## src/rtl/huffman_bit_aligner.sv

```systemverilog
// Bit-level aligner for a Huffman decoder: keeps a left-aligned bit buffer, exposes
// the oldest MAX_CW bits to external width-w detectors and consumes the shortest match.
module huffman_bit_aligner #(
    parameter int IN_W   = 8,
    parameter int MAX_CW = 8,
    parameter int D_W    = 4,
    parameter int BUF_W  = 16,
    localparam int LEN_W = $clog2(MAX_CW + 1)
) (
    input  logic                  clk,
    input  logic                  rst,
    input  logic                  flush,
    input  logic [IN_W-1:0]       in_data,
    input  logic                  in_valid,
    output logic                  in_ready,
    output logic [MAX_CW-1:0]     win,
    input  logic [MAX_CW-1:0]     match_vec,
    input  logic [MAX_CW*D_W-1:0] match_data,
    output logic [D_W-1:0]        out_data,
    output logic [LEN_W-1:0]      out_len,
    output logic                  out_valid,
    input  logic                  out_ready,
    output logic                  err
);

    localparam int CNT_W = $clog2(BUF_W + 1);

    logic [BUF_W-1:0] bits;
    logic [BUF_W-1:0] bits_shifted;
    logic [BUF_W-1:0] bits_next;
    logic [BUF_W-1:0] in_ext;
    logic [CNT_W-1:0] cnt;
    logic [CNT_W-1:0] cnt_after;
    logic [CNT_W-1:0] cnt_next;
    logic             found;
    logic             fire;
    logic             take;
    logic             stuck;
    logic [LEN_W-1:0] sel_w;
    logic [D_W-1:0]   sel_data;

    assign win      = bits[BUF_W-1 -: MAX_CW];
    assign in_ready = (int'(cnt) <= BUF_W - IN_W) && !err;
    assign take     = in_valid && in_ready;

    // Scan from the widest code down so the shortest eligible width is the one kept.
    always_comb begin
        // NOTE: every always_comb output gets a default first so no path can infer a latch.
        found    = 1'b0;
        sel_w    = '0;
        sel_data = '0;
        for (int w = MAX_CW; w >= 1; w--) begin
            if (match_vec[w-1] && (w <= int'(cnt))) begin
                found    = 1'b1;
                sel_w    = LEN_W'(w);
                sel_data = match_data[(w-1)*D_W +: D_W];
            end
        end
    end

    assign fire  = found && !err && (!out_valid || out_ready);
    assign stuck = !found && (int'(cnt) >= MAX_CW);

    // New bits land right after the post-consume valid region.
    always_comb begin
        bits_shifted = fire ? (bits << sel_w) : bits;
        cnt_after    = fire ? (cnt - CNT_W'(sel_w)) : cnt;
        in_ext       = BUF_W'(in_data) << (BUF_W - IN_W);
        bits_next    = take ? (bits_shifted | (in_ext >> cnt_after)) : bits_shifted;
        cnt_next     = take ? (cnt_after + CNT_W'(IN_W)) : cnt_after;
    end

    // NOTE: non-blocking assignments so every register samples pre-edge values.
    always_ff @(posedge clk) begin
        if (rst || flush) begin
            // NOTE: the buffer itself is cleared, not just cnt, so bits below the valid region read as zero.
            bits      <= '0;
            cnt       <= '0;
            out_data  <= '0;
            out_len   <= '0;
            out_valid <= 1'b0;
            err       <= 1'b0;
        end else begin
            bits <= bits_next;
            cnt  <= cnt_next;
            if (fire) begin
                out_data  <= sel_data;
                out_len   <= sel_w;
                out_valid <= 1'b1;
            end else if (out_ready) begin
                out_valid <= 1'b0;
            end
            if (stuck) begin
                err <= 1'b1;
            end
        end
    end

endmodule

```

## config.mk

```make
export PLATFORM = sky130hd
export DESIGN_NAME = huffman_bit_aligner
export DESIGN_NICKNAME = d
export VERILOG_FILES = /design/src/rtl/huffman_bit_aligner.sv
export SDC_FILE = /design/constraint.sdc
export NUM_CORES = 1
export LEC_CHECK = 0
export ABC_AREA = 1
export BUFFER_PORTS_ARGS = -buffer_cell sky130_fd_sc_hd__buf_2
export CORE_MARGIN = 4
export CORE_UTILIZATION = 30
export CTS_BUF_LIST = sky130_fd_sc_hd__clkbuf_8
export DETAILED_ROUTE_END_ITERATION = 7
export GPL_TIMING_DRIVEN = 0
export SKIP_LAST_GASP = 1
export SYNTH_ARGS = -nofsm -noshare
export SYNTH_HDL_FRONTEND = slang
export SYNTH_SLANG_ARGS = --single-unit
```

## constraint.sdc

```tcl
create_clock -name clk -period 4.2 [get_ports clk]
set_input_delay 0.42 -clock clk [delete_from_list [all_inputs] [get_ports clk]]
set_output_delay 0.42 -clock clk [all_outputs]
set_load 0.005 [all_outputs]
```

==> results.ini <==
[outcome]
status = complete, no violations

[timing]
fin_ws_ns = 0.597
period_share_pct = 85.8
rsz0062_at_grt = false
setup_viol = 0
max_slew_margin_pct = 48.5
min_period_ns = 3.60
maxSlewViolCount = 0
setup-tns-final_ns = 0
tightest_slew_ns = 0.769
clock_skew_ns = 0.0118
hold_viol_final = 0
fmax_ghz = 0.278

[yosys]
synthAdderAreaFrac_pct = 2.20
synthMuxAreaShare_pct = 0
synth-xor-area-share_pct = 0.826
synth_area_leaders = dfxtp_1 (20%), nand3_1 (18%), nand2_1 (16%)
synth_top_area_share_pct = 19.5
synthesis.nets = 579
ys_warn_count = 0
syn_area_um2 = 3180
synthSimpleGateAreaFrac_pct = 52.4
synthFlopType = dfxtp_1
async_flop_share_pct = 0
avgSynthCellArea_um2 = 6.11
synth_top_family_by_area = simple AND/OR/NAND/NOR gates
synth-edff-count = 0
synth_compound_area_share_pct = 14.1
post_synth_num_cell_types = 41
ys_ff_latch = 31
ys_seq_area_share_pct = 19.5
synth_area_leader_cell = dfxtp_1
netlist_instances = 521

[placement]
numPortBuffers = 71
routabilityCongestion = 0.898
dp_hpwl_mm = 8.46
pre_cts_ws_ns = 0.666

[route]
vias = 3725
drt_wl_total_mm = 10.4
wire_per_inst_um = 14.2
first_iter_violations = 225
via_per_inst = 5.06
dr.pass1.iters = 5
drcViolationCount = 0
postRouteAntennaNets = 0

[global_route]
grt_overflow_total = 0
antenna_found_initial = 0
grt_busiest_layer = met2
grtUsageMet3_pct = 2.57
met1_usage_pct = 23.2
grt_pass1_wl_mm = 17.5
grt_max_degree = 12
use_met2_pct = 27.0
first_global_vias = 3622
grt_use_total_pct = 16.8

[power]
ir_drop_v = 0.000594
p_switching_mw = 2.31
clockPowerShare_pct = 7.7
power.total_mw = 3.91
p_per_area_nw_per_um2 = 1020
p_sw_share_pct = 59.1
p_leak_nw = 1.89
p_int_mw = 1.60
pwr-share-comb_pct = 81.3
seqPwrFrac_pct = 11.0

[floorplanning]
ios = 72
die_area_um2 = 12300
die_y_um = 111
num_rows = 37
core_um2 = 10300
die_w_um = 111
initial_core_util_pct = 30.8

[clock_tree]
cts-hold-fix-buffers = 0
cts_buffer_depth = 2
cts.repair.resized = 0
numCtsBuffers = 5
cts_tree = done
clock_sinks = 31
cts-root-buf = clkbuf_8
postCtsSetupBuffers = 0
clkTransAtPathRegs_ns = 0.08
ctsHtreeMaxLevel = 2
insertion_delay_ns = 0.29

[final_layout]
multi_input_area_um2 = 2210
layout.nets = 657
seq_area_um2 = 621
fillCellCount = 1142
drive_above_1_share_pct = 25.8
diodes = 0
synthToLayoutAreaGrowth_pct = 20.1

[critical_path]
worstPathRequired_ns = 4.42
cp.arrival_ns = 3.83
cp_max_fo = 10
crit_type = flip-flop to flip-flop
cp-end-kind = flip-flop
cp-start-kind = flip-flop

[worst_hold_path]
worstHoldPathType = primary input to flip-flop

[flow_run]
maxCapViolCount = 0

-- sequential cells by signal, summed over array words and instances (netlist names) --
signal,count
out_len,4
err,1
out_valid,1
bits,16
out_data,4
cnt,5
-- routing by layer --
metal	vias to the layer above	routed length (um)
met5	-	0
met4	0	187
met3	14	490
met2	127	4760
met1	1680	4990
li1	1904	-
-- power groups by stage --
stage / registers, mW / logic [mW] / clock network, mW
after floorplan: 0.430 / 2.41 / 0
after global placement: 0.436 / 3.15 / 0
after detailed placement: 0.437 / 3.14 / 0
after CTS: 0.431 / 3.15 / 0.308
after global routing: 0.444 / 3.56 / 0.322
final: 0.431 / 3.18 / 0.300
-- cell usage after synthesis (2+ instances only) --
cell,instances
nand2_2,14
o211ai_1,4
nand3_1,113
nand4_1,10
o221ai_1,3
nor2_4,3
o21ai_4,2
a21oi_1,25
a31oi_1,2
clkbuf_1,7
nand3_4,3
a21oi_2,3
xnor2_1,2
nor2_1,31
nor2_2,4
buf_4,10
nand2_4,6
nand2_1,136
nand3_2,7
dfxtp_1,31
inv_2,10
a211oi_1,3
o21ai_0,24
nor2_8,2
buf_2,6
inv_1,37
o21ai_1,6
ha_1,4
-- per-stage QoR --
| step | instance area, um2 | util, % | instances | hold slack (ns) |
|---|---|---|---|---|
| 3_3_place_gp | 3710 | 35.9 | 728 | 0.495 |
| 4_1_cts | 3820 | 37.0 | 736 | 0.359 |
| 2_1_floorplan | 3180 | - | 521 | 0.472 |
| 6_report | 3820 | 37.0 | 736 | 0.363 |
| 5_1_grt | 3820 | 37.0 | 736 | 0.403 |
| 3_5_place_dp | 3710 | 35.9 | 728 | 0.508 |
-- cells by family after synthesis --
family,Yosys count
compound gates,75
simple gates,333
buf+inv,74
flops,31
xor+xnor,3
fa+ha+maj,5
-- critical path: stages (launching register included) --
cell	delay (ns)
dfxtp_1	0.39
nor2_1	0.23
nand3_2	0.13
nand2_2	0.13
inv_2	0.10
nor2_8	0.15
inv_2	0.04
nor2_2	0.24
inv_2	0.16
buf_2	0.24
ha_1	0.35
a21oi_1	0.14
o21ai_0	0.13
xnor2_1	0.19
o21ai_4	0.35
inv_4	0.10
nor2_4	0.14
inv_2	0.07
nand2_1	0.07
nand2_1	0.07
a21oi_2	0.11
-- final timing paths --
path / start / endpoint / slack, ns / depth (start not counted)
worst max register to register: cnt[1] / bits[2] / 0.60 / 20
worst min register to register: out_len[3] / out_len[3] / 0.53 / 2
worst max-delay path: cnt[1] / bits[2] / 0.60 / 20
worst min-delay path: match_data[3] / out_data[3] / 0.36 / 3
-- cell type report --
class / count / share of cell area [%]
clock buffer: 5 / 1.80
multi-input combinational: 416 / 57.9
tap: 136 / 4.45
timing repair buffer: 71 / 9.30
inverter: 48 / 4.78
sequential: 31 / 16.2
clock inverter: 3 / 1.15
buffer: 26 / 4.36
-- cell usage in the layout (no fill, tap or decap), types with 2 or more instances in the layout --
| master | n |
|---|---|
| nand3_4 | 3 |
| ha_1 | 4 |
| buf_4 | 10 |
| nor2_4 | 3 |
| o21ai_4 | 2 |
| o21ai_1 | 6 |
| nand2_4 | 6 |
| clkbuf_8 | 5 |
| inv_1 | 37 |
| nor2_2 | 4 |
| inv_2 | 10 |
| clkbuf_1 | 7 |
| o221ai_1 | 3 |
| o21ai_0 | 24 |
| a31oi_1 | 2 |
| nor2_1 | 31 |
| nand3_1 | 113 |
| nand4_1 | 10 |
| buf_2 | 77 |
| a21oi_2 | 3 |
| xnor2_1 | 2 |
| o211ai_1 | 4 |
| nand2_2 | 14 |
| nor2_8 | 2 |
| nand2_1 | 136 |
| a211oi_1 | 3 |
| a21oi_1 | 25 |
| dfxtp_1 | 31 |
| nand3_2 | 7 |
Power figures use the tool's default switching activity.
